[src/rtl/seg7_reader_if.sv]
// Seven-segment receive bus: raw segment input and clear in, decoded digit,
// pulses, history and error count out.
interface seg7_reader_if #(
   parameter int NDIGITS   = 4,
   parameter int NBITS_ERR = 8
);
   logic [7:0]           seg_in;
   logic                 clear;
   logic [3:0]           digit_out;
   logic                 dp_out;
   logic                 digit_valid;
   logic                 invalid_pulse;
   logic                 stable;
   logic [4*NDIGITS-1:0] history;
   logic [NBITS_ERR-1:0] err_count;

   modport master (
      output seg_in, clear,
      input  digit_out, dp_out, digit_valid, invalid_pulse, stable, history, err_count
   );

   modport slave (
      input  seg_in, clear,
      output digit_out, dp_out, digit_valid, invalid_pulse, stable, history, err_count
   );
endinterface

[src/rtl/seg7_reader.sv]
// Seven-segment bus receiver: synchronizes the segment pattern, waits for it to
// settle, decodes it to a hex digit and keeps a digit history plus error count.
module seg7_reader #(
   parameter int STABLE_CYCLES = 4,
   parameter int NDIGITS       = 4,
   parameter int NBITS_ERR     = 8
) (
   input  logic          clk_2,
   input  logic          reset_n,
   seg7_reader_if.slave  bus
);
   localparam int CW = $clog2(STABLE_CYCLES + 1);
   localparam int HW = 4 * NDIGITS;

   typedef enum logic [1:0] {BLANK, SETTLE, LOCKED} state_t;

   state_t               r_state, w_next;
   logic [7:0]           r_sync1, r_s;
   logic [6:0]           r_s_q;
   logic [CW-1:0]        r_cnt, w_cnt_nxt;
   logic [3:0]           r_digit;
   logic                 r_dp, r_dv, r_inv;
   logic [HW-1:0]        r_hist;
   logic [NBITS_ERR-1:0] r_err;

   logic [3:0]           w_code;
   logic                 w_legal, w_changed, w_blank, w_fire_ok, w_fire_bad;

   always_comb begin
      w_legal = 1'b1;
      w_code  = 4'h0;
      case (r_s[6:0])
         7'h3F: w_code = 4'h0;
         7'h06: w_code = 4'h1;
         7'h5B: w_code = 4'h2;
         7'h4F: w_code = 4'h3;
         7'h66: w_code = 4'h4;
         7'h6D: w_code = 4'h5;
         7'h7D: w_code = 4'h6;
         7'h07: w_code = 4'h7;
         7'h7F: w_code = 4'h8;
         7'h6F: w_code = 4'h9;
         7'h77: w_code = 4'hA;
         7'h7C: w_code = 4'hB;
         7'h39: w_code = 4'hC;
         7'h5E: w_code = 4'hD;
         7'h79: w_code = 4'hE;
         7'h71: w_code = 4'hF;
         default: w_legal = 1'b0;
      endcase
   end

   // dp (bit 7) is deliberately excluded from change detection
   assign w_changed = (r_s[6:0] != r_s_q);
   assign w_blank   = (r_s[6:0] == 7'h00);

   always_comb begin
      w_next     = r_state;
      w_cnt_nxt  = r_cnt;
      w_fire_ok  = 1'b0;
      w_fire_bad = 1'b0;
      if (bus.clear) begin
         w_cnt_nxt = '0;
         w_next    = w_blank ? BLANK : SETTLE;
      end else if (w_changed) begin
         w_cnt_nxt = '0;
         w_next    = w_blank ? BLANK : SETTLE;
      end else begin
         case (r_state)
            SETTLE: begin
               if (r_cnt == CW'(STABLE_CYCLES - 1)) begin
                  w_next     = LOCKED;
                  w_fire_ok  = w_legal;
                  w_fire_bad = ~w_legal;
               end else begin
                  w_cnt_nxt = r_cnt + CW'(1);
               end
            end
            default: ;
         endcase
      end
   end

   always_ff @(posedge clk_2 or negedge reset_n) begin
      if (!reset_n) begin
         r_sync1 <= '0;
         r_s     <= '0;
         r_s_q   <= '0;
         r_state <= BLANK;
         r_cnt   <= '0;
      end else begin
         r_sync1 <= bus.seg_in;
         r_s     <= r_sync1;
         r_s_q   <= r_s[6:0];
         r_state <= w_next;
         r_cnt   <= w_cnt_nxt;
      end
   end

   always_ff @(posedge clk_2 or negedge reset_n) begin
      if (!reset_n) begin
         r_digit <= '0;
         r_dp    <= 1'b0;
         r_dv    <= 1'b0;
         r_inv   <= 1'b0;
         r_hist  <= '0;
         r_err   <= '0;
      end else begin
         r_dv  <= w_fire_ok;
         r_inv <= w_fire_bad;
         if (bus.clear) begin
            r_digit <= '0;
            r_dp    <= 1'b0;
            r_hist  <= '0;
            r_err   <= '0;
         end else if (w_fire_ok) begin
            r_digit <= w_code;
            r_dp    <= r_s[7];
            r_hist  <= (r_hist << 4) | HW'(w_code);
         end else if (w_fire_bad && (r_err != {NBITS_ERR{1'b1}})) begin
            r_err <= r_err + NBITS_ERR'(1);
         end
      end
   end

   assign bus.digit_out     = r_digit;
   assign bus.dp_out        = r_dp;
   assign bus.digit_valid   = r_dv;
   assign bus.invalid_pulse = r_inv;
   assign bus.stable        = (r_state == LOCKED);
   assign bus.history       = r_hist;
   assign bus.err_count     = r_err;
endmodule

[src/flat_wrapper.sv]
// flat-port wrapper written by rule: the top's interface ports become plain ports
module seg7_reader_flat 
#(
   parameter int STABLE_CYCLES = 4,
   parameter int NDIGITS       = 4,
   parameter int NBITS_ERR     = 8
)
  (clk_2, reset_n, bus_seg_in, bus_clear, bus_digit_out, bus_dp_out, bus_digit_valid, bus_invalid_pulse, bus_stable, bus_history, bus_err_count);
  seg7_reader_if #(.NDIGITS(NDIGITS), .NBITS_ERR(NBITS_ERR)) bus_i ();
  input  logic clk_2;
  input  logic reset_n;
  input wire logic [$bits(bus_i.seg_in)-1:0] bus_seg_in;
  input wire logic [$bits(bus_i.clear)-1:0] bus_clear;
  output wire logic [$bits(bus_i.digit_out)-1:0] bus_digit_out;
  output wire logic [$bits(bus_i.dp_out)-1:0] bus_dp_out;
  output wire logic [$bits(bus_i.digit_valid)-1:0] bus_digit_valid;
  output wire logic [$bits(bus_i.invalid_pulse)-1:0] bus_invalid_pulse;
  output wire logic [$bits(bus_i.stable)-1:0] bus_stable;
  output wire logic [$bits(bus_i.history)-1:0] bus_history;
  output wire logic [$bits(bus_i.err_count)-1:0] bus_err_count;
  assign bus_i.seg_in = bus_seg_in;
  assign bus_i.clear = bus_clear;
  assign bus_digit_out = bus_i.digit_out;
  assign bus_dp_out = bus_i.dp_out;
  assign bus_digit_valid = bus_i.digit_valid;
  assign bus_invalid_pulse = bus_i.invalid_pulse;
  assign bus_stable = bus_i.stable;
  assign bus_history = bus_i.history;
  assign bus_err_count = bus_i.err_count;
  seg7_reader #(.STABLE_CYCLES(STABLE_CYCLES), .NDIGITS(NDIGITS), .NBITS_ERR(NBITS_ERR)) u_core (.clk_2(clk_2), .reset_n(reset_n), .bus(bus_i));
endmodule
[config.mk]
export PLATFORM = sky130hd
export DESIGN_NAME = seg7_reader_flat
export DESIGN_NICKNAME = d
export VERILOG_FILES = /design/src/rtl/seg7_reader_if.sv /design/src/rtl/seg7_reader.sv /design/src/flat_wrapper.sv
export SDC_FILE = /design/constraint.sdc
export NUM_CORES = 1
export LEC_CHECK = 0
export CAP_MARGIN = 15
export CELL_PAD_IN_SITES_DETAIL_PLACEMENT = 1
export CELL_PAD_IN_SITES_GLOBAL_PLACEMENT = 1
export CORE_UTILIZATION = 45
export DETAILED_ROUTE_END_ITERATION = 10
export PLACE_DENSITY = 0.83
export SKIP_LAST_GASP = 1
export SYNTH_ARGS = -nofsm -noshare
export SYNTH_HDL_FRONTEND = slang
export SYNTH_SLANG_ARGS = --single-unit
[constraint.sdc]
create_clock -name clk_2 -period 6.5 [get_ports clk_2]
set_input_delay 1.3 -clock clk_2 [delete_from_list [all_inputs] [get_ports clk_2]]
set_output_delay 1.3 -clock clk_2 [all_outputs]
set_load 0.01 [all_outputs]
# Yosys cells after proc, flatten, opt, wreduce, memory -nomap -nowiden
# Cells that the tools add are included.
# totals
ff_bits	59
latch_bits	0
mem_bits_rw	0
mem_bits_ro	0
inputBits	11
out_inout_bits	32
word_cells	76
n_memories	0
# op_classes
addsub	2
n_mul	0
div	0
order_cmp	0
n_eq_ne	23
shift	0
n_mux	28
n_bitwise	2
n_reduce_logical	10
# op_table
operator	count
$eq 7x7->1 const B	12
$pmux 4 s15	1
$mux 16	2
$mux 8	3
$or 16x4->16	1
$reduce_or 16->1	1
$eq 7x3->1 const B	2
$eq 7x6->1 const B	2
$mux 1	12
$mux 3	4
$add 8x1->8 const B	1
$mux 2	4
$mux 4	2
$ne 8x8->1 const B	1
$logic_not 7->1	1
$ne 7x7->1	1
$reduce_and 2->1	3
$reduce_bool 3->1	2
$reduce_bool 2->1	2
$add 3x1->3 const B	1
$eq 3x2->1 const B	1
$ne 3x2->1 const B	1
$eq 2x1->1 const B	1
$eq 2x2->1 const B	1
other kinds (3)	3

# Logic depth before layout (Yosys ltp)
# logic_depth
word_depth	12
depth_mapped	9
mapped_depth_nobuf	7

# Worst setup path after synthesis
# Ideal clock, no wire load.
# synth_path
path_type	reg-to-reg
start	register u_core.r_s[3]
end	register u_core.r_dp (netlist: u_core.bus.dp_out)
setup_time_ns	0.079
t_arrival_ns	2.255
required_ns	6.421
setup_slack_ns	4.166
path_stages_with_launch	10
path_buffers	3
synth_period_minus_slack_ns	2.334
cell_sequence	dfrtp_1 > buf_6 > or3_1 > a2111oi_2 > nor3_1 > and4_4 > buf_6 > a21oi_4 > buf_6 > mux2i_1
# synth_via
elab_chain_len	8
word_cells_on_any_way	24
cone_classes	eq/ne: 17; mux: 5; reduce/logical: 2
# synth_lines
element	line	rtl
from (decl)	seg7_reader.sv:18	logic [7:0] r_sync1, r_s;
from (signal assigned)	seg7_reader.sv:93	r_s <= r_sync1;
$eq 7x6->1, or another cell as far along	seg7_reader.sv:32	case (r_s[6:0])
$reduce_or 16->1 (no source line)	--	
$mux 1	seg7_reader.sv:32	
$mux 1	seg7_reader.sv:71	if (r_cnt == CW'(STABLE_CYCLES - 1)) begin
$mux 1	seg7_reader.sv:69	case (r_state)
$mux 1 *	seg7_reader.sv:65	end else if (w_changed) begin
$mux 1 *	seg7_reader.sv:62	if (bus.clear) begin
$reduce_bool 2->1 (no source line) *	--	
to (signal assigned)	seg7_reader.sv:118	r_dp <= r_s[7];
to (decl)	seg7_reader.sv:22	logic r_dp, r_dv, r_inv;
# Mark *: on every way between the ends. The rest lies on a longest branch, timed or not.
# A chain may end at the register's enable or synchronous reset.

# Final worst setup path
# layout_path
start	input port bus_clear
end	register u_core.r_err[1] (netlist: u_core.bus.err_count[1])
# layout_via
elab_chain_len	4
word_cells_on_any_way	7
cone_classes	eq/ne: 1; mux: 3; reduce/logical: 3
# layout_lines
element	line	rtl
from (decl)	flat_wrapper.sv:13	input wire logic [$bits(bus_i.clear)-1:0] bus_clear;
$mux 1	seg7_reader.sv:62	
$logic_and 1x1->1	seg7_reader.sv:120	end else if (w_fire_bad && (r_err != {NBITS_ERR{1'b1}})) begin
$reduce_bool 2->1 (no source line)	--	
$reduce_and 2->1 (no source line)	--	
to (signal assigned)	seg7_reader.sv:121	r_err <= r_err + NBITS_ERR'(1);
to (decl)	seg7_reader.sv:24	logic [NBITS_ERR-1:0] r_err;
# Several ways; a longest one is shown, not always the timed one.

==> impl_metrics.prom <==
# TYPE chip_impl_metric gauge
chip_impl_info{name="status",value="completed"} 1
chip_impl_metric{name="avgRoutedWirePerCell",unit="um"} 16.3
chip_impl_info{name="min-delay-path-class",value="flip-flop to flip-flop"} 1
chip_impl_metric{name="slew-limit-headroom",unit="%"} 33.8
chip_impl_metric{name="worst_clock_skew",unit="ps"} 4.63
chip_impl_info{name="min_to",value="u_core.r_s[0]"} 1
chip_impl_info{name="endpoint_kind",value="flip-flop"} 1
chip_impl_metric{name="setup_total_negative_slack",unit="ps"} 0
chip_impl_metric{name="drcViolationCount",unit=""} 0
chip_impl_metric{name="worstMarginPinSlew",unit="ps"} 990
chip_impl_info{name="synth_ff_type",value="sky130_fd_sc_hd__dfrtp_1"} 1
chip_impl_metric{name="synth-async-reset-ratio",unit="%"} 100
chip_impl_metric{name="yosys_register_bits",unit=""} 55
chip_impl_metric{name="post-layout-total-power",unit="mW"} 0.615
chip_impl_metric{name="post-route-min-period",unit="ps"} 2870
chip_impl_metric{name="area_grow_syn2layout",unit="%"} 19.0
chip_impl_metric{name="maxClockFrequency",unit="MHz"} 348
chip_impl_metric{name="synth_sequential_area_ratio",unit="%"} 51.6
chip_impl_metric{name="avgSynthCellArea",unit="sq um"} 10.7
chip_impl_metric{name="detailedPlacementHpwl",unit="um"} 3870
chip_impl_info{name="worst_setup_path_startpoint",value="bus_clear"} 1
chip_impl_info{name="synthTopCellsByArea",value="sky130_fd_sc_hd__dfrtp_1 52%, sky130_fd_sc_hd__mux2i_1 5.3%, sky130_fd_sc_hd__nand2b_1 4.9%"} 1
chip_impl_metric{name="maxSlewViolCount",unit=""} 0
chip_impl_metric{name="placer_congestion",unit=""} 0.777
chip_impl_metric{name="synthesis.instances",unit=""} 248
chip_impl_info{name="synth_area_leader_cell",value="sky130_fd_sc_hd__dfrtp_1"} 1
chip_impl_metric{name="mappedNetlistArea",unit="sq um"} 2670
chip_impl_metric{name="die_y",unit="um"} 79.0
chip_impl_metric{name="number_of_warning_messages_in_the_yosys_log",unit=""} 0
chip_impl_metric{name="cts_setup_buffers",unit=""} 0
chip_impl_metric{name="dieArea",unit="sq um"} 6230
chip_impl_metric{name="power_density",unit="nW/um^2"} 194
chip_impl_metric{name="drtIter0Drc",unit=""} 75
chip_impl_metric{name="antenna_found_initial",unit=""} 0
chip_impl_metric{name="yosys.area.top_type_share",unit="%"} 51.6
chip_impl_metric{name="synth_nets",unit=""} 262
chip_impl_metric{name="peakVddDrop",unit="mV"} 0.124
chip_impl_metric{name="grt.overflow.total",unit=""} 0
chip_impl_metric{name="grt_start_max_net_pins",unit=""} 56
chip_impl_metric{name="fp.dieW",unit="um"} 79.0
chip_impl_info{name="tritoncts",value="yes"} 1
chip_impl_metric{name="synth.lib_cells_used.distinct",unit=""} 51
chip_impl_metric{name="cts.hold.buffers_added",unit=""} 0
chip_impl_metric{name="grt_usage",unit="%"} 20.3
chip_impl_metric{name="numClockSinks",unit=""} 55
chip_impl_metric{name="floorplan.io_pins",unit=""} 43
chip_impl_info{name="r2r-end",value="u_core.bus.err_count[3]"} 1
chip_impl_metric{name="regToRegSetupSlack",unit="ps"} 3660
chip_impl_metric{name="ctsResizeCount",unit=""} 0
chip_impl_metric{name="cts-buffers-inserted",unit=""} 5
chip_impl_info{name="ctsRootBufferMaster",value="sky130_fd_sc_hd__clkbuf_8"} 1
chip_impl_metric{name="crit_path_max_incr_delay",unit="ps"} 920
chip_impl_info{name="min-delay-start",value="u_core.r_sync1[0]"} 1
chip_impl_metric{name="post_synth_edffs",unit=""} 0
chip_impl_info{name="critPathSlowestCell",value="sky130_fd_sc_hd__clkdlybuf4s50_1"} 1
chip_impl_metric{name="p_leak",unit="nW"} 1.26
chip_impl_metric{name="wire_length_of_the_first_global_routing_pass",unit="um"} 9730
chip_impl_info{name="cp_cell_sequence",value="clkdlybuf4s50_1 -> nand2b_1 -> or4_1 -> nand3_1"} 1
chip_impl_metric{name="core_area",unit="sq um"} 5610
chip_impl_metric{name="clock_tree.htree_level_count",unit=""} 2
chip_impl_metric{name="critPathRequiredTime",unit="ps"} 6740
chip_impl_metric{name="worst_r2r_path_depth",unit=""} 7
chip_impl_metric{name="ctsLongestPathBuffers",unit=""} 2
chip_impl_metric{name="critical_path_arrival",unit="ps"} 3110
chip_impl_metric{name="row_count",unit=""} 27
chip_impl_metric{name="final_hold_violation_count",unit=""} 0
chip_impl_metric{name="start_util",unit="%"} 47.5
chip_impl_metric{name="hold-path-cell-count",unit=""} 0
chip_impl_metric{name="clk-insertion-delay-late",unit="ps"} 310
chip_impl_info{name="start_kind",value="input pin"} 1
chip_impl_metric{name="fin_nets",unit=""} 293
chip_impl_metric{name="antenna_diode_count",unit=""} 0
chip_impl_metric{name="dr_total_vias",unit=""} 2015
chip_impl_metric{name="detailedRoute.firstPassIterationCount",unit=""} 4
chip_impl_info{name="rr_startpoint",value="u_core.r_cnt[0]"} 1
chip_impl_metric{name="drive_gt1_share",unit="%"} 4.30
chip_impl_info{name="rsz0062_at_grt",value="no"} 1
chip_impl_metric{name="ant_nets",unit=""} 0
chip_impl_metric{name="critPathMaxFanout",unit=""} 35
chip_impl_metric{name="grt_pass1_vias",unit=""} 2015
chip_impl_metric{name="setup_viol",unit=""} 0
chip_impl_metric{name="portbufs",unit=""} 42
chip_impl_metric{name="period_share",unit="%"} 44.2
chip_impl_metric{name="viasPerCell",unit=""} 5.74
chip_impl_info{name="critical_path_class",value="input pin to flip-flop"} 1
chip_impl_metric{name="wl",unit="um"} 5700
chip_impl_metric{name="max_cap_viol_count",unit=""} 0
chip_impl_metric{name="clkSlewWorstSetupHoldPaths",unit="ps"} 90
chip_impl_info{name="yosys-top-cells-count",value="55 x sky130_fd_sc_hd__dfrtp_1, 22 x sky130_fd_sc_hd__nor2_1, 21 x sky130_fd_sc_hd__nand2b_1"} 1
chip_impl_info{name="synth_most_common_cell",value="sky130_fd_sc_hd__dfrtp_1"} 1
[metrics by stage]
step	setup slack, ps	std cells	cell area, sq um	util [%]	hold WS [ps]
5_1_grt	3460	351	3170	56.5	362
3_5_place_dp	3350	344	3070	54.7	336
4_1_cts	3640	351	3170	56.5	359
3_3_place_gp	3350	344	3070	54.7	333
6_report	3630	351	3170	56.5	353
2_1_floorplan	4170	248	2670	-	331
[cell type report]
cell class / count / area (sq um)
Sequential cell: 55 / 1380
Fill cell: 631 / 2440
Multi-Input combinational cell: 168 / 1160
Clock inverter: 1 / 30.0
Inverter: 6 / 22.5
Tap cell: 72 / 90.1
Clock buffer: 6 / 72.6
Timing Repair Buffer: 43 / 423
[cells by family (layout without fill, tap and decap cells)]
group                      count (synthesis)  after routing  synth area share [%]
and+or+nand+nor                          106            106                  23.0
DFF                                       55             55                  51.6
AOI/OAI and AO/OA                         32             32                  9.06
buffers and inverters                     25             56                  4.98
muxes                                     18             18                  6.95
xor gates and xnor gates                   9              9                  2.96
adders and majority gates                  3              3                  1.41
[cells in the final DEF (no fill, tap or decap), types with 4 or more instances in the layout]
cell type	count
sky130_fd_sc_hd__nor3_1	5
sky130_fd_sc_hd__inv_1	6
sky130_fd_sc_hd__nand2b_1	21
sky130_fd_sc_hd__o31ai_1	4
sky130_fd_sc_hd__nand2_1	11
sky130_fd_sc_hd__mux2i_1	14
sky130_fd_sc_hd__nor2b_1	5
sky130_fd_sc_hd__mux2_1	4
sky130_fd_sc_hd__nand4_1	4
sky130_fd_sc_hd__xor2_1	6
sky130_fd_sc_hd__clkdlybuf4s50_1	41
sky130_fd_sc_hd__clkbuf_8	5
sky130_fd_sc_hd__nor2_1	22
sky130_fd_sc_hd__a21oi_1	4
sky130_fd_sc_hd__nand3_1	8
sky130_fd_sc_hd__nor4_1	6
sky130_fd_sc_hd__dfrtp_1	55
[worst max-delay path by stage]
stage                              end  slack [ps]  depth (start not counted)
5_1_grt        u_core.bus.err_count[1]        3460                          4
4_1_cts        u_core.bus.err_count[3]        3640                          7
6_report       u_core.bus.err_count[1]        3630                          4
3_3_place_gp   u_core.bus.err_count[1]        3350                          4
2_1_floorplan        u_core.bus.dp_out        4170                          9
3_5_place_dp   u_core.bus.err_count[1]        3350                          4
[worst max-delay path: cells and delay by family]
kind / cells / cell delay, ps
buffers and inverters: 1 / 920
AND/OR/NAND/NOR: 3 / 890
[per-layer routing]
metal / global-route usage [%] / vias up / routed length, um
met2: 33.6 / 36 / 2920
met3: 4.14 / 9 / 133
met1: 25.8 / 1025 / 2540
li1: - / 945 / -
met4: 8.73 / 0 / 109
met5: 0 / - / 0
[flip-flops by register name (all words and copies together), names as in the netlist]
name,flops
u_core.bus.history,13
u_core.bus.err_count,8
u_core.r_s,8
u_core.r_sync1,8
u_core.r_s_q,7
u_core.bus.digit_out,3
u_core.r_cnt,3
u_core.r_state,2
u_core.bus.digit_valid,1
u_core.bus.dp_out,1
u_core.bus.invalid_pulse,1
[power by group]
part           internal (mW)  switching, mW  total, mW  leakage (nW)
registers              0.349         0.0124      0.361         0.710
logic                 0.0167         0.0202     0.0369         0.500
clock network          0.113          0.103      0.216        0.0513
Note: power is estimated with default switching activity, not from simulation.
